===== src/rtl/test_usart_pkg.sv =====
// test_usart_pkg: shared constants, FSM state types and parity helper for the test_usart block.
package test_usart_pkg;
    localparam int BIT_CYCLES_DEF = 8;
    localparam int FRAME_BITS = 11;

    typedef enum logic [1:0] {TX_ARMED, TX_SEND, TX_DONE} tx_state_t;
    typedef enum logic [2:0] {RX_IDLE, RX_START, RX_DATA, RX_PARITY, RX_STOP} rx_state_t;

    function automatic logic even_par(input logic [7:0] d);
        return ^d;
    endfunction
endpackage


===== src/rtl/usart_rx.sv =====
// usart_rx: frame receiver with input synchronizer, own phase counter and mid-bit sampling.
//   clk    system clock
//   rst_n  asynchronous active-low reset
//   clr    synchronous receiver clear (idles the FSM, drops ready and perr)
//   rx     serial input, idle high
//   data   last correctly framed byte
//   perr   parity mismatch of the last accepted frame
//   ready  a frame has been accepted since the last clear
module usart_rx import test_usart_pkg::*; #(
    parameter int BIT_CYCLES = BIT_CYCLES_DEF
) (
    input  logic       clk,
    input  logic       rst_n,
    input  logic       clr,
    input  logic       rx,
    output logic [7:0] data,
    output logic       perr,
    output logic       ready
);
    localparam int CW = $clog2(BIT_CYCLES);
    rx_state_t st, st_nx;
    logic s1, rs, par, mid, full;
    logic [CW-1:0] pc;
    logic [2:0] idx;
    logic [7:0] sh;
    assign mid = pc == CW'(BIT_CYCLES / 2 - 1);
    assign full = pc == CW'(BIT_CYCLES - 1);
    always_ff @(posedge clk or negedge rst_n)
        if (!rst_n) st <= RX_IDLE;
        else st <= st_nx;
    always_comb begin
        st_nx = st;
        case (st)
            RX_IDLE:   st_nx = rs ? RX_IDLE : RX_START;
            RX_START:  st_nx = !mid ? RX_START : rs ? RX_IDLE : RX_DATA;
            RX_DATA:   st_nx = (full && idx == 3'd7) ? RX_PARITY : RX_DATA;
            RX_PARITY: st_nx = full ? RX_STOP : RX_PARITY;
            RX_STOP:   st_nx = full ? RX_IDLE : RX_STOP;
            default:   st_nx = RX_IDLE;
        endcase
        if (clr) st_nx = RX_IDLE;
    end
    // pc restarts at the start-bit centre so later samples land mid-bit on each wrap
    always_ff @(posedge clk or negedge rst_n)
        if (!rst_n) begin
            s1 <= 1'b1;
            rs <= 1'b1;
            pc <= '0;
            idx <= '0;
            sh <= '0;
            par <= 1'b0;
            data <= '0;
            perr <= 1'b0;
            ready <= 1'b0;
        end else begin
            s1 <= rx;
            rs <= s1;
            pc <= (clr || st == RX_IDLE || (st == RX_START && mid)) ? '0 : pc + 1'b1;
            if (st == RX_IDLE) idx <= '0;
            if (st == RX_DATA && full) begin
                sh <= {rs, sh[7:1]};
                idx <= idx + 3'd1;
            end
            if (st == RX_PARITY && full) par <= rs;
            if (clr) begin
                ready <= 1'b0;
                perr <= 1'b0;
            end else if (st == RX_STOP && full && rs) begin
                data <= sh;
                perr <= par != even_par(sh);
                ready <= 1'b1;
            end
        end
endmodule


===== config.mk =====
export PLATFORM = sky130hd
export DESIGN_NAME = usart_rx
export DESIGN_NICKNAME = d
export VERILOG_FILES = /design/src/rtl/test_usart_pkg.sv /design/src/rtl/usart_rx.sv
export SDC_FILE = /design/constraint.sdc
export NUM_CORES = 1
export LEC_CHECK = 0
export CAP_MARGIN = 20
export CORE_ASPECT_RATIO = 0.5
export CORE_MARGIN = 5
export CORE_UTILIZATION = 46
export CTS_CLUSTER_SIZE = 20
export DETAILED_ROUTE_END_ITERATION = 8
export GPL_TIMING_DRIVEN = 0
export PLACE_DENSITY = 0.72
export SYNTH_ARGS = -nofsm -noshare
export SYNTH_HDL_FRONTEND = slang
export SYNTH_SLANG_ARGS = --single-unit

===== constraint.sdc =====
create_clock -name clk -period 1.8 [get_ports clk]
set_input_delay 0.18 -clock clk [delete_from_list [all_inputs] [get_ports clk]]
set_output_delay 0.18 -clock clk [all_outputs]
set_load 0.02 [all_outputs]

-- Yosys cells after proc, flatten, opt, wreduce, memory -nomap -nowiden
Index checks and enable logic that the tools add are counted.
- bitwise logic cells: 1
- add/subtract/negate cells: 2
- equal/unequal tests: 8
- multiplexer cells: 15
- reduce and logical (&&, ||, !) cells: 13
- operators with widths (cell ; count):
    $mux 3 ; 6
    $pmux 3 s5 ; 1
    $eq 3x2->1 const B ; 3
    $eq 3x3->1 const B ; 3
    $reduce_xor 8->1 ; 1
    $add 3x1->3 const B ; 2
    $logic_and 1x1->1 ; 6
    $mux 1 ; 6
    $mux 2 ; 2
    $reduce_bool 2->1 ; 2
    $eq 3x1->1 const B ; 1
    $logic_not 3->1 ; 1
    $logic_or 1x1->1 ; 2
    $reduce_and 2->1 ; 1
    $ne 1x1->1 ; 1
    $not 1->1 ; 1
- output and inout port bits: 10
- register bits after elaboration: 30
- input port bits: 4
- word-level logic and storage cells: 49

-- Longest topological paths before layout
Gate-level depths: netlist of the first run.
- depth in word-level cells: 5
- mapped depth: 6

-- Worst setup path after synthesis of the first run
OpenSTA, ideal clock, no wires.
- path kind: reg2reg
- start point: register pc[0]
- end point: register data[0]
- data arrival time: 1.478 ns
- cell stages (with the launch flop): 6
- clock period less this slack: 1.602 ns
- library setup time: 0.125 ns
- slack: 0.198 ns
- path buffers: 0
- required time: 1.675 ns
- cell sequence: dfrtp_1 ha_1 ha_1 nand4_1 nor2_2 mux2_2
- cells in the longest elaborated chain, start to end: 4
- RTL lines (what ; line ; text):
    from (decl) ; usart_rx.sv:23 ; logic [CW-1:0] pc;
    from (signal assigned) ; usart_rx.sv:58 ; pc <= (clr || st == RX_IDLE || (st == RX_START && mid)) ? '0 : pc + 1'b1;
    $eq 3x3->1 ; usart_rx.sv:27 ; assign full = pc == CW'(BIT_CYCLES - 1);
    $logic_and 1x1->1 (2 in series) ; usart_rx.sv:68 ; end else if (st == RX_STOP && full && rs) begin
    $reduce_and 2->1 (no line) ; n/a ;
    to (signal assigned) ; usart_rx.sv:69 ; data <= sh;
    to (decl) ; usart_rx.sv:16 ; output logic [7:0] data,
No other way between the ends.
A chain may end at the register's enable or synchronous reset.

-- Final worst setup path of the first run
- start point: register pc[0]
- end point: register data[2]
The elaborated chain is that of the path after synthesis.

==> metrics.cfg, run 1 <==
[final_layout]
insertedDiodeCount = 0
area_growth_pct = 29.82
mostFrequentLayoutCells = 28 x dfrtp_1, 15 x mux2_2, 13 x clkdlybuf4s50_1
drive_above_1_share = 0.3185
finalNonFillerCells = 172
n_fill_cell = 206
fin_nets = 143
layout_commonest_cell = dfrtp_1

[routing]
vias_per_cell = 5.326
dr.pass1.iters = 4
detail-route-antenna-nets = 0
route.detailed.drc = 0
vias = 916
wl_per_cell_um = 14.71
routed_wl_um = 2530
drt_iter0_drc = 39

[clocking]
cts.clk_slew.worst_paths_ns = 0.06
insertion_delay_ns = 0.27
clock_sinks = 30
cts_hold_buf = 0
root_buffer = clkbuf_8
htree_levels = 2
cts_buffers = 5
clockBufferDepth = 2
cts_tree = built

[sta]
setup_viol_count_final = 0
slew_headroom = 0.5962
slew_viol_final = 0
fmax_mhz = 585.6
clock_skew_ns = 0.004414
worstMarginPinSlew_ns = 0.6038
timing.hold.ws_ns = 0.2872
fin_crit_ns = 1.708
hold_viol = 0
fin_crit_sh = 0.9486
setup_tns_ns = 0

[pwr]
leakagePower_nw = 0.8258
power.share.clock = 0.424
p_int_mw = 1.012
switching_share = 0.2119
seq_power_share = 0.533
power-per-cell-area_nw_per_um2 = 730.3
vdd_ir_drop_max_uv = 543.8
switchingPower_mw = 0.2723
power.total_mw = 1.285
combPwrFrac = 0.043

[critical_path]
path_depth = 6
arrival_ns = 1.87
crit_family = simple AND/OR/NAND/NOR gates
critical_path_class = reg2reg
crit_chain = ha_2, ha_4, nand4_1, nor2_4, buf_12, mux2_2
cp_max_fo = 8
start_kind = flop
max_stage_delay_ns = 0.36
reg2reg_depth = 6
timing.critical_path.buf_inv = 1
crit_slowest_cell = dfrtp_1
end_kind = flop
cp_data_required_time_ns = 1.96

[floorplanning]
dieArea_um2 = 4197
die_h_um = 48.38
die_w_um = 86.76
initial_utilization = 0.5019
io_pins = 14
core-area_um2 = 2700
rows = 13

[logic_synthesis]
avgSynthCellArea_um2 = 12.66
yosysUniqueCellTypes = 33
ys_ff_latch = 30
ys_seq_area_frac = 0.5559
synth_area_um2 = 1355
synth_cells = 107
yosys_warnings = 0
postSynthNetCount = 116

[placement]
gp_congestion = 0.7126
port-buffer-count = 13
hpwl_um = 1644
dpl.cell_count = 158

[global_routing]
grt_pass1_wl_um = 4119
grt_pass1_vias = 881
grt_max_degree = 20
antenna_found_initial = 0
grt_use_total = 0.1254
grt_overflow = 0

[run_status]
outcome = finished clean

[hold_path]
min_path_type = in2async

[job]
drv_cap = 0

==> cell usage after synthesis (all sizes together) <==
library cell / count / area [um2]
nand3b: 2 / 15.01
o31ai: 1 / 7.510
buf: 4 / 26.27
nand3: 3 / 15.01
dfstp: 2 / 52.55
xor2: 2 / 17.52
nor3: 1 / 5.000
nor2: 6 / 25.03
o22ai: 1 / 6.260
or2: 1 / 6.260
dfrtp: 28 / 700.7
and3: 1 / 6.260
o211ai: 1 / 7.510
nor4bb: 1 / 10.01
o21ai: 3 / 15.01
inv: 7 / 26.28
xnor3: 1 / 22.52
xnor2: 3 / 26.28
a31oi: 1 / 6.260
a21oi: 3 / 15.01
ha: 5 / 62.56
clkbuf: 1 / 3.750
mux2: 17 / 191.4
nand4: 1 / 6.260
nor4: 1 / 6.260
or4b: 1 / 10.01
nand4b: 1 / 8.760
a22o: 3 / 26.28
mux2i: 1 / 10.01
nor2b: 1 / 6.260
nand2: 3 / 11.26
==> area by class of cell <==
class                   instances  area [um2]  area share
plain buffers                   5       32.53     0.01849
clock buffers                   7       86.33     0.04908
clock inverters                 1       5.005    0.002845
inverters                       7       26.28     0.01494
multi-input cells              65       594.3      0.3378
flip-flops and latches         30       753.2      0.4282
well taps                      37       46.29     0.02632
repair buffers                 20       215.2      0.1223
==> sequential cells by signal, summed over array words and instances (netlist names) <==
| name | cells |
|---|---|
| idx | 3 |
| ready | 1 |
| rs | 1 |
| perr | 1 |
| s1 | 1 |
| st | 3 |
| data | 8 |
| par | 1 |
| sh | 8 |
| pc | 3 |
==> kinds of logic after synthesis <==
| group | share of synthesized area |
|---|---|
| buf+inv | 0.04155 |
| flops | 0.5559 |
| xor+xnor | 0.04894 |
| simple gates | 0.09696 |
| mux | 0.1487 |
| compound gates | 0.06187 |
| fa+ha+maj | 0.04617 |
==> power by group through the flow <==
stage / clock [mW] / sequential, mW / combinational [mW]
after floorplan: 0 / 0.696 / 0.0204
after global placement: 0 / 0.697 / 0.0456
after detailed placement: 0 / 0.697 / 0.0531
after CTS: 0.555 / 0.685 / 0.0538
after global routing: 0.588 / 0.685 / 0.0619
final: 0.545 / 0.685 / 0.0547
==> through the flow <==
step	instance area [um2]	util	worst slack [ns]
after floorplan	1355	-	0.1977
after global placement	1531	0.5672	-0.07437
after detailed placement	1559	0.5774	-0.09378
after CTS	1680	0.6223	0.0006388
after global routing	1759	0.6515	-0.004725
final	1759	0.6515	0.09245
==> timing repair <==
action	in CTS	in global routing
endpoints found under the setup margin	8	18
pin swaps	2	2
resized for setup	2	11
gates cloned	0	1
buffers inserted	3	2
==> final timing paths <==
kind / startpoint / endpoint / slack [ns]
worst max register to register: pc[0]$_DFF_PN0_ / data[2]$_DFFE_PN0P_ / 0.09
min in group clk: rx / s1$_DFF_PN1_ / 0.31
worst max-delay path: pc[0]$_DFF_PN0_ / data[2]$_DFFE_PN0P_ / 0.09
worst min-delay path: rst_n / sh[3]$_DFFE_PN0P_ / 0.29
max in group asynchronous: rst_n / rs$_DFF_PN1_ / 0.94
worst min register to register: s1$_DFF_PN1_ / rs$_DFF_PN1_ / 0.36
==> per-layer routing <==
metal / vias to the layer above / share of wire / wire length [um] / track usage
met4: 0 / 0.011 / 28 / 0.05181
met2: 23 / 0.48 / 1221 / 0.1980
met3: 4 / 0.050 / 127 / 0.04047
met5: - / 0 / 0 / 0
met1: 459 / 0.46 / 1152 / 0.1582
li1: 430 / - / - / -
==> worst register-to-register path, stage by stage (launching register included) <==
cell,delay (ns)
dfrtp_1,0.36
ha_2,0.21
ha_4,0.14
nand4_1,0.22
nor2_4,0.19
buf_12,0.14
mux2_2,0.33
(Power assumes the default switching activity.)
==> inputs of run 2 (changes only) <==
--- a/config.mk
+++ b/config.mk
@@ -9,10 +9,12 @@
 export CORE_ASPECT_RATIO = 0.5
 export CORE_MARGIN = 5
 export CORE_UTILIZATION = 46
+export CTS_CLUSTER_DIAMETER = 150
 export CTS_CLUSTER_SIZE = 20
 export DETAILED_ROUTE_END_ITERATION = 8
 export GPL_TIMING_DRIVEN = 0
 export PLACE_DENSITY = 0.72
+export REMOVE_ABC_BUFFERS = 1
 export SYNTH_ARGS = -nofsm -noshare
 export SYNTH_HDL_FRONTEND = slang
 export SYNTH_SLANG_ARGS = --single-unit
==> run 2 against run 1 <==
Worst hold slack improved by 0.022 ns; critical path depth decreased by 1; largest cell class unchanged; clock skew decreased by 0.0019 ns; critical path type unchanged; sequential share of layout area increased by 1.0 points; sequential power increased by 0.9%.
==> metrics.cfg, run 2 (synthesis gave the netlist of run 1 again) <==
[floorplanning]
core-area_um2 = 2700
initial_utilization = 0.5019
rows = 13
die_h_um = 48.38
dieArea_um2 = 4197
io_pins = 14
die_w_um = 86.76

[critical_path]
timing.critical_path.buf_inv = 0
cpMostUsedCell = ha_4
critical_path_class = reg2reg
ff2ff_setup_slack_ns = 0.06
start_kind = flop
cp_max_fo = 8
max_stage_delay_ns = 0.42
cp_data_required_time_ns = 1.96
end_kind = flop
crit_family = simple AND/OR/NAND/NOR gates
path_depth = 5
crit_slowest_cell = dfrtp_1
arrival_ns = 1.90
reg2reg_depth = 5
crit_chain = ha_4, ha_4, nand4_1, nor2_4, mux2_2

[pwr]
leakagePower_nw = 0.7973
power-per-cell-area_nw_per_um2 = 795.7
power.total_mw = 1.367
vdd_ir_drop_max_uv = 507.3

[final_layout]
area_growth_pct = 26.78
top_regs = data: 8 flops, sh: 8 flops
mostFrequentLayoutCells = 28 x dfrtp_1, 17 x mux2_2, 13 x clkdlybuf4s50_1
n_fill_cell = 224
layout_commonest_cell = dfrtp_1
fin_nets = 136
insertedDiodeCount = 0
finalNonFillerCells = 165
drive_above_1_share = 0.2891

[clocking]
htree_levels = 2
root_buffer = clkbuf_8
cts_tree = built
cts_buffers = 5
clock_sinks = 30
cts.clk_slew.worst_paths_ns = 0.06
insertion_delay_ns = 0.27
clockBufferDepth = 2

[placement]
dpl.cell_count = 154
port-buffer-count = 13
hpwl_um = 1667
gp_congestion = 0.8104

[routing]
vias_per_cell = 5.255
drt_iter0_drc = 86
vias = 867
dr.pass1.iters = 4
drt-met1-wl_um = 1218
top_layer = met4
detail-route-antenna-nets = 0
route.detailed.drc = 0
routed_wl_um = 2501
wl_per_cell_um = 15.16
wl_met2_um = 1157
route.met3.wl_um = 87

[hold_path]
min_path_type = in2async

[global_routing]
grt_overflow = 0
grt_use_total = 0.1317
grt_pass1_wl_um = 4326
antenna_found_initial = 0
grt_pass1_vias = 932
grt_max_degree = 19

[job]
drv_cap = 0

[sta]
fin_crit_sh = 0.9662
hold_viol = 0
slew_viol_final = 0
worstMarginPinSlew_ns = 0.6706
slew_headroom = 0.5515
fin_crit_ns = 1.739
clock_skew_ns = 0.002476
fmax_mhz = 575.0
setup_viol_count_final = 0

[run_status]
outcome = finished clean

## run 2: cell count changes in the layout (fill, tap and decap cells not counted), sizes merged
cell    delta
clkinv     -1
buf        -6
## run 2: final cells by class
| cell class | count | area (um2) | share of cell area |
|---|---|---|---|
| Tap cell | 37 | 46.29 | 0.02695 |
| Inverter | 7 | 26.28 | 0.01529 |
| Timing Repair Buffer | 18 | 191.4 | 0.1114 |
| Clock buffer | 8 | 110.1 | 0.06409 |
| Multi-Input combinational cell | 65 | 590.6 | 0.3438 |
| Sequential cell | 30 | 753.2 | 0.4385 |
## run 2: final timing paths
path,start,end
max reg2reg,pc[0]$_DFF_PN0_,data[6]$_DFFE_PN0P_
max,pc[0]$_DFF_PN0_,data[6]$_DFFE_PN0P_
min,rst_n,data[2]$_DFFE_PN0P_
min in group clk,rx,s1$_DFF_PN1_
max in group asynchronous,rst_n,rs$_DFF_PN1_
min reg2reg,s1$_DFF_PN1_,rs$_DFF_PN1_
## run 2: repair_timing
action	4_1_cts	5_1_grt
pin swaps	2	2
endpoints found under the setup margin	17	17
gates cloned	0	0
hold endpoints to repair	0	0
buffers inserted	2	1
resized for setup	4	3
hold buffers	0	0
## run 2: worst reg2reg max path, delay by kind of cell, from the launching register on
family,cells,cell delay (ns)
simple gates,2,0.51
mux,1,0.37
fa+ha+maj,2,0.33
flops,1,0.42
## run 2: routing by layer
metal / global-route usage / vias up
met5: 0 / -
met4: 0.06218 / 0
met3: 0.03879 / 5
met2: 0.1954 / 18
met1: 0.1762 / 425
li1: - / 419
## run 2: power breakdown
part           internal (mW)  switching, mW  leakage, nW
Sequential             0.682        0.00911        0.410
Clock                  0.386          0.243       0.0575
Combinational         0.0204         0.0269        0.330
## run 2: through the flow
stage	cell area [um2]	util	hold WS [ns]	worst slack (ns)	TNS [ns]
final	1718	0.6362	0.3088	0.06077	0
after global routing	1718	0.6362	0.3133	-0.02650	-0.1431
after CTS	1694	0.6274	0.3047	0.01358	0
after detailed placement	1543	0.5714	0.3482	-0.3591	-4.906
after global placement	1501	0.5561	0.3467	-1.063	-11.71
after floorplan	1325	-	-0.1156	-0.5450	-4.751
==> inputs of run 3 (changes only) <==
--- a/config.mk
+++ b/config.mk
@@ -7,13 +7,13 @@
 export LEC_CHECK = 0
 export CAP_MARGIN = 20
 export CORE_ASPECT_RATIO = 0.5
-export CORE_MARGIN = 5
+export CORE_MARGIN = 4
 export CORE_UTILIZATION = 46
 export CTS_CLUSTER_DIAMETER = 150
 export CTS_CLUSTER_SIZE = 20
 export DETAILED_ROUTE_END_ITERATION = 8
 export GPL_TIMING_DRIVEN = 0
-export PLACE_DENSITY = 0.72
+export PLACE_DENSITY = 0.74
 export REMOVE_ABC_BUFFERS = 1
 export SYNTH_ARGS = -nofsm -noshare
 export SYNTH_HDL_FRONTEND = slang
==> constraint.sdc (replaced) <==
create_clock -name clk -period 1.8 [get_ports clk]
set_input_delay 0.18 -clock clk [delete_from_list [all_inputs] [get_ports clk]]
set_output_delay 0.18 -clock clk [all_outputs]
set_load 0.005 [all_outputs]
==> run 3 against run 2 <==
Setup slack better by 0.0076 ns; die area fell by 6.3%; sequential share of layout area increased by 0.95 points; power fell by 5.9%; largest power group unchanged.
==> metrics.cfg, run 3 (synthesis gave the netlist of run 1 again) <==
[critical_path]
cp_max_fo = 8
critical_path_class = reg2reg
crit_family = flip-flops
ff2ff_setup_slack_ns = 0.07
start_kind = flop
max_stage_delay_ns = 0.37
timing.critical_path.buf_inv = 1
crit_chain = ha_2, ha_4, nor4bb_4, buf_6, mux2_2
crit_slowest_cell = dfrtp_1
arrival_ns = 1.90
timing.rr.start = pc[0]$_DFF_PN0_
cp_data_required_time_ns = 1.96
reg2reg_depth = 5
reg2reg_to = sh[6]$_DFFE_PN0P_
path_depth = 5
end_kind = flop

[hold_path]
min_path_type = in2reg
hold_start = rx
hold_depth = 1
min_to = s1$_DFF_PN1_

[floorplanning]
initial_utilization = 0.5019
dieArea_um2 = 3931
rows = 13
die_h_um = 46.38
io_pins = 14
core-area_um2 = 2700
die_w_um = 84.76

[placement]
post_dp_cell_area_um2 = 1543
hpwl_um = 1524
gp_congestion = 0.7977
preCtsSetupSlack_ns = -0.3264
port-buffer-count = 13

[global_routing]
antenna_found_initial = 0
grt_max_degree = 18
grt_pass1_vias = 865
grt_overflow = 0
grt_pass1_wl_um = 3953
grt_use_total = 0.1358

[sta]
worstMarginPinSlew_ns = 0.6950
clock_skew_ns = 0.004611
fin_crit_ns = 1.732
timing.hold.ws_ns = 0.3037
setup_ws_ns = 0.06833
fin_crit_sh = 0.9620
slew_viol_final = 0
hold_viol = 0
fmax_mhz = 577.5
rsz0062_at_grt = no
slew_headroom = 0.5352
setup_viol_count_final = 0
setup_tns_ns = 0

[final_layout]
insertedDiodeCount = 0
post-route-cell-area_um2 = 1682
drive_above_1_share = 0.2756
layout_commonest_cell = dfrtp_1
mostFrequentLayoutCells = 28 x dfrtp_1, 17 x mux2_2, 13 x clkdlybuf4s50_1
fin_nets = 135
area_growth_pct = 24.10
top_regs = data: 8 flops, sh: 8 flops
final_core_util = 0.6228

[pwr]
power-per-cell-area_nw_per_um2 = 765.2
combPwrFrac = 0.036
seq_power_share = 0.536
leakagePower_nw = 0.7834
p_int_mw = 1.009
switchingPower_mw = 0.2772
vdd_ir_drop_max_uv = 475.8
switching_share = 0.2155
power.share.clock = 0.428

[routing]
route.detailed.drc = 0
dr.pass1.iters = 5
wl_per_cell_um = 13.85
vias_per_cell = 5.171
detail-route-antenna-nets = 0
drt_iter0_drc = 73
routed_wl_um = 2272
vias = 848

[clocking]
cts_buffers = 5
insertion_delay_ns = 0.28
htree_levels = 2
clock_sinks = 30
clockBufferDepth = 2
cts.clk_slew.worst_paths_ns = 0.06
cts_hold_buf = 0
root_buffer = clkbuf_8
cts_tree = built

[job]
drv_cap = 0

[run_status]
outcome = finished clean

-- run 3: stage by stage --
step | instances | power (mW)
after floorplan | 102 | 0.7132
after global placement | 152 | 0.7383
after detailed placement | 154 | 0.7474
after CTS | 164 | 1.301
after global routing | 164 | 1.338
final | 164 | 1.287
-- run 3: final cells by class --
class,count,area [um2]
fill,212,1018
sequential,30,753.2
multi-input combinational,65,580.6
timing repair buffer,17,183.9
clock buffer,7,86.33
tap,37,46.29
inverter,7,26.28
clock inverter,1,5.005
-- run 3: power groups by stage --
stage	sequential [mW]	combinational (mW)	clock (mW)
3_3_place_gp	0.700	0.0380	0
5_1_grt	0.690	0.0529	0.595
3_5_place_dp	0.701	0.0466	0
4_1_cts	0.689	0.0476	0.564
6_report	0.690	0.0461	0.551
2_1_floorplan	0.699	0.0144	0
-- run 3: repair_timing --
item / CTS / global route
setup buffers: 2 / 0
setup endpoints to repair: 17 / 12
pin swaps: 2 / 1
resized for setup: 5 / 1
-- run 3: worst reg2reg max path: stages (launching register included) --
cell and delay, ns:
dfrtp_1 0.37, ha_2 0.22, ha_4 0.15, nor4bb_4 0.34, buf_6 0.19, mux2_2 0.34
-- run 3: worst max-delay path by stage --
stage	startpoint	end	slack, ns
after floorplan	pc[0]$_DFF_PN0_	sh[0]$_DFFE_PN0P_	-0.54
after global placement	pc[0]$_DFF_PN0_	sh[0]$_DFFE_PN0P_	-1.01
after detailed placement	pc[0]$_DFF_PN0_	data[0]$_DFFE_PN0P_	-0.33
after CTS	pc[0]$_DFF_PN0_	data[6]$_DFFE_PN0P_	0.05
after global routing	pc[0]$_DFF_PN0_	data[5]$_DFFE_PN0P_	0.001
final	pc[0]$_DFF_PN0_	sh[6]$_DFFE_PN0P_	0.07
-- run 3: layer usage --
layer | vias to the layer above | global-route usage | wire length (um)
met4 | 0 | 0.07571 | 58
met1 | 407 | 0.1646 | 1057
met5 | - | 0 | 0
met3 | 7 | 0.04107 | 120
li1 | 415 | - | -
met2 | 19 | 0.2240 | 1035
==> RTL change 1: new RTL, flow settings as in run 2 <==
The package constant `BIT_CYCLES_DEF` goes from 8 to 4.
--- a/src/rtl/test_usart_pkg.sv
+++ b/src/rtl/test_usart_pkg.sv
@@ -2,3 +2,3 @@
 package test_usart_pkg;
-    localparam int BIT_CYCLES_DEF = 8;
+    localparam int BIT_CYCLES_DEF = 4;
     localparam int FRAME_BITS = 11;
Behaviour: same outputs for any inputs over 10 cycles, from zero or initial values and one cycle with rst_n low; that may be too few to reach the edited logic, so the function may still have changed.
==> RTL change 1 against run 2 <==
- non-clock buffer count down 4
- area after synthesis up 0.55%
- count of clock-buffer cells in the layout unchanged
- setup slack better by 3.7 ps
- power down 7.5%
- final area down 5.7%
- sequential cell count down 1
- sequential share of layout area up 1.1 points
- clock power down 14%
- hold slack better by 4.7 ps
- utilization down 4.0 points
- critical path depth unchanged
- routed wire length down 11%
- critical endpoint unchanged
==> RTL change 1: results (changes against run 2) <==
----------------------------------------------------
[Outcome]
  Result of the run ... complete, no violations (unchanged)

[Clocking]
  Clock Tree Buf Depth ... 2 (unchanged)
  CTS Root Buffer Type ... clkbuf_8 (unchanged)
  # H-tree levels ... 2 (unchanged)
  Number of buffers inserted during clock tree synthesis ... 5 (unchanged)
  Clock-pin slew on the worst setup and hold paths ... 60 ps (about the same)
  Worst-skew pair later-pin latency ... 280 ps

[Timing]
  Min Clock Period, post-route ... 1740 ps (about the same)
  Hold WS ... 313 ps (was 309 ps)
  Worst rel slew slack ... 48.5% (was 55.2%)
  Setup skew after layout ... 7.11 ps (was 2.48 ps)

[Final layout]
  Final instance count without filler cells ... 155 (was 165)
  Antenna cell count ... 0 (unchanged)
  Nets@finish ... 125 (was 136)
  Leading registers by flop count ... data x8, sh x8 (unchanged)
  Proportion of layout cells with a drive suffix above 1 ... 28.0% (was 28.9%)

[Yosys]
  Warnings from Yosys ... 0 (unchanged)
  Number of unique standard cell types used by synthesis ... 32 (was 33)
  Count of mapped cells out of synthesis ... 102 (was 107)
  Share of synthesized registers carrying an async set or reset ... 100% (unchanged)
  Top cells by area in the synthesized netlist ... dfrtp_1, mux2_4, mux2_2 (was dfrtp_1, mux2_2, ha_1)
  Sequential share of the synthesized area ... 53.4% (was 55.6%)
  Post-synth top flop ... dfrtp_1 (unchanged)
  Cell types with the highest counts after synthesis ... dfrtp_1, mux2_2, mux2_4 (was dfrtp_1, mux2_2, inv_1)

[Placed design]
  Global placement routability congestion ... 0.761 (was 0.810)
  HPWL after DPL ... 1.47 mm (was 1.67 mm)
  Dpl cells ... 147 (was 154)
  Place WS ... -214 ps (was -359 ps)
  Placed cell area ... 1520 µm² (was 1540 µm²)
  Number of input and output port buffers inserted ... 13 (unchanged)

[Setup path]
  Crit path DAT ... 1890 ps
  Slack of the worst reg-to-reg path ... between 60 and 70 ps
  Path depth of the worst reg2reg path ... 5 (unchanged)
  Highest net fanout along the worst path ... 11 (was 8)

[GRT]
  Global-route wire length before repair ... 3.95 mm (was 4.33 mm)
  Number of global-route vias before repair ... 797 (was 932)
  Antenna violations before repair ... 0 (unchanged)
  Largest net degree at the start of global routing ... 17 (was 19)
  Total routing resource utilization after global routing ... 12.3% (was 13.2%)

[Min path]
  Hold Path Class ... in2reg (was in2async)
  Hold Path Stages ... 1

[Power]
  IR Drop Worst-Case VDD ... 0.484 mV (was 0.507 mV)
  Static Leakage ... 0.759 nW (was 0.797 nW)

[Detailed routing]
  Post-DR wirelength/cell ... 14.4 µm (was 15.2 µm)
  Initial DRT Pass Iterations ... 3 (was 4)
  Detailed-route vias per instance ... 5.19 (was 5.25)
  Violation count after the first detailed-route iteration ... 29 (was 86)

----------------------------------------------------
-- RTL change 1: changes by cell type in the layout (fill, tap and decap cells not counted), sizes merged, moves of 2 or more --
cell           run 2  this run
and4bb             0         2
nor2               6         4
buf                5         1
a211oi             0         2
nor3               1         4
inv                7         4
-- RTL change 1: logic make-up (layout without fill, tap and decap cells) --
kind of cell	Yosys count	count (layout)	share of synthesized area [%]
flops	29	29	53.4
xor+xnor	6	6	4.87
buf+inv	10	26	3.95
simple gates	22	22	10.2
mux	19	19	17.8
compound gates	12	12	6.06
fa+ha+maj	4	4	3.67
-- RTL change 1: routing by layer --
layer  vias up  share of wire (%)  global-route usage (%)
met2         9                 47                    17.5
li1        394                  -                       -
met4         0                2.1                    7.77
met5         -                  0                       0
met3         5                2.5                    4.05
met1       396                 48                    16.0
-- RTL change 1: path summary, 6_finish.rpt --
path / start / end
setup reg to reg: pc[0] / data[6]
hold / removal: rx / s1
setup / recovery: pc[0] / data[6]
hold reg to reg: s1 / rs
max in group asynchronous: rst_n / data[5]
min in group asynchronous: rst_n / perr
-- RTL change 1: where the power goes --
group	internal (mW)	switching [mW]
Combinational	0.0206	0.0272
Sequential	0.661	0.0124
Clock	0.311	0.233
-- RTL change 1: final cells by class --
type | instances | area [µm²]
inverters | 4 | 15.0
clock buffers | 8 | 90.1
fillers | 219 | 1100
well taps | 37 | 46.3
multi-input cells | 63 | 596
repair buffers | 14 | 145
flip-flops and latches | 29 | 728
-- RTL change 1: timing repair --
action                     4_1_cts  5_1_grt
resized for setup                4        0
setup endpoints to repair        9        0
setup buffers                    0        0
-- RTL change 1: stage by stage --
step                util [%]  TNS [ps]
finish                  59.6         0
detailed placement      55.8     -1720
floorplan                  -         0
global route            59.6         0
global placement        55.2     -1830
CTS                     59.6         0
-- RTL change 1: critical path, stage by stage (launching register included) --
cell and delay, ps:
dfrtp_1 420, ha_4 220, and4bb_1 240, nand2_1 100, or2_4 320, mux2_4 320
==> RTL change 2: new RTL, config.mk and constraints of run 2 <==
Without the edit above. Make the reset (`rst_n`) synchronous in 2 clocked blocks. Comments in the files are not updated.
--- a/src/rtl/usart_rx.sv
+++ b/src/rtl/usart_rx.sv
@@ -27,3 +27,3 @@
     assign full = pc == CW'(BIT_CYCLES - 1);
-    always_ff @(posedge clk or negedge rst_n)
+    always_ff @(posedge clk)
         if (!rst_n) st <= RX_IDLE;
@@ -43,3 +43,3 @@
     // pc restarts at the start-bit centre so later samples land mid-bit on each wrap
-    always_ff @(posedge clk or negedge rst_n)
+    always_ff @(posedge clk)
         if (!rst_n) begin
Check against the original RTL: same outputs for any inputs over 10 cycles, from zero or initial values and one cycle with rst_n low; that may be too few to reach the edited logic, so the function may still have changed.
==> RTL change 2 against run 2 <==
- sequential share of layout area fell by 5.0 points
- area after synthesis is 3.4% lower
- routed wire length decreased by 6.8%
- setup slack improved by 56 ps
- sequential power is 3.0% lower
- power down 12%
- final area decreased by 10%
- sequential cell count is the same
==> RTL change 2: results (changes against run 2) <==
----------------------------------------------------
[GRT]
  Total routing resource utilization after global routing ... 12.8% (was 13.2%)
  Number of global-route vias before repair ... 837 (was 932)
  Largest net degree at the start of global routing ... 25 (was 19)
  Antenna violations before repair ... 0 (unchanged)
  Global-route wire length before repair ... 3.88 mm (was 4.33 mm)

[Clocking]
  Worst-skew pair later-pin latency ... about 280 ps
  Number of buffers inserted during clock tree synthesis ... 5 (unchanged)
  Number of buffers added for setup after CTS ... 2 (unchanged)
  CTS resizes ... 0 (was 4)
  # H-tree levels ... 2 (unchanged)
  CTS Root Buffer Type ... clkbuf_8 (unchanged)
  Clock Tree Buf Depth ... 2 (unchanged)
  Clock-pin slew on the worst setup and hold paths ... 60 ps (about the same)

[Yosys]
  Top cells by area in the synthesized netlist ... dfxtp_1, mux2i_1, nor2b_1 (was dfrtp_1, mux2_2, ha_1)
  Warnings from Yosys ... 0 (unchanged)
  Share of synthesized registers carrying an async set or reset ... 0% (was 100%)
  Cell types with the highest counts after synthesis ... dfxtp_1, nand2_1, nor2b_1 (was dfrtp_1, mux2_2, inv_1)
  Number of unique standard cell types used by synthesis ... 31 (was 33)
  Count of mapped cells out of synthesis ... 134 (was 107)
  Post-synth top flop ... dfxtp_1 (was dfrtp_1)
  Sequential share of the synthesized area ... 45.9% (was 55.6%)

[Detailed routing]
  Violation count after the first detailed-route iteration ... 74 (was 86)
  Vias after detailed routing ... 949 (was 867)
  Initial DRT Pass Iterations ... 4 (unchanged)
  Total wirelength of the detailed-routed design ... 2.33 mm (was 2.50 mm)

[Setup path]
  Path depth of the worst reg2reg path ... 7 (was 5)
  Crit path DAT ... 1860 ps (was 1900 ps)
  Worst setup startpoint ... pc[0] (unchanged)
  Critical path capture point ... data[2] (was data[6])
  Highest net fanout along the worst path ... 9 (was 8)
  Slack of the worst reg-to-reg path ... 120 ps (was 60 ps)

[Placed design]
  HPWL after DPL ... 1.54 mm (was 1.67 mm)
  Global placement routability congestion ... 0.747 (was 0.810)
  Dpl cells ... 177 (was 154)
  Placed cell area ... 1450 µm² (was 1540 µm²)
  Number of input and output port buffers inserted ... 13 (unchanged)
  Place WS ... -198 ps (was -359 ps)

[Timing]
  Hold WS ... 408 ps (was 309 ps)
  Setup skew after layout ... 4.29 ps (was 2.48 ps)
  Share of the cycle needed by the critical path after routing ... 93.5% (was 96.6%)
  Worst rel slew slack ... 51.8% (was 55.2%)

[Power]
  Static Leakage ... 0.563 nW (was 0.797 nW)
  IR Drop Worst-Case VDD ... 0.386 mV (was 0.507 mV)

[Final layout]
  Proportion of layout cells with a drive suffix above 1 ... 7.38% (was 28.9%)
  Leading registers by flop count ... data x8, sh x8 (unchanged)
  Final instance count without filler cells ... 186 (was 165)
  Nets@finish ... 158 (was 136)
  Antenna cell count ... 0 (unchanged)

[Outcome]
  Result of the run ... complete, no violations (unchanged)

[Min path]
  Sink of the worst hold path ... rs
  Hold Path Class ... reg2reg (was in2async)
  Hold wc startpoint ... s1
  Hold Path Stages ... 1

----------------------------------------------------
-- RTL change 2: cell types whose count changed after synthesis, moves of 3 or more --
cell      before  now
a21boi_1       0    7
nand2b_1       0    3
dfxtp_1        0   30
a22o_1         3    0
nor2_1         5   10
nand3_1        3    0
nor2b_1        1   14
inv_1          7    3
clkbuf_1       1    5
buf_2          3    0
mux2i_1        1    9
nand2_1        3   20
dfrtp_1       28    0
mux2_2        17    0
-- RTL change 2: report_power, final --
| group | internal, mW | switching (mW) |
|---|---|---|
| combinational | 0.0167 | 0.0132 |
| clock | 0.265 | 0.233 |
| sequential | 0.667 | 0.00284 |
-- RTL change 2: final cells by class --
class / instances / area, µm²
clock buffer: 7 / 76.3
fill: 248 / 1100
inverter: 3 / 11.3
multi-input combinational: 94 / 664
sequential: 30 / 601
tap: 37 / 46.3
timing repair buffer: 15 / 148
-- RTL change 2: critical path, stage by stage (launching register included) --
cell,delay [ps]
dfxtp_1,330
ha_1,180
ha_2,280
nand2_1,150
nor3_4,200
buf_4,190
mux2i_1,190
nor2b_1,60
-- RTL change 2: cell families after synthesis --
family / count (synthesis) / share of synthesized area [%]
compound gates: 16 / 8.99
xor+xnor: 6 / 5.07
fa+ha+maj: 5 / 4.78
buf+inv: 10 / 3.54
flops: 30 / 45.9
mux: 10 / 8.60
simple gates: 57 / 23.1
-- RTL change 2: metal layers --
metal | track usage [%] | part of all wire [%]
met5 | 0 | 0
met2 | 20.4 | 45
met4 | 8.52 | 1.5
met3 | 4.12 | 3.7
met1 | 15.6 | 50
-- RTL change 2: metrics by stage --
stage | utilization [%] | total power, mW
3_3_place_gp | 54.7 | 0.713
6_report | 58.3 | 1.20
2_1_floorplan | - | 0.697
4_1_cts | 58.1 | 1.21
3_5_place_dp | 54.7 | 0.714
5_1_grt | 58.3 | 1.24
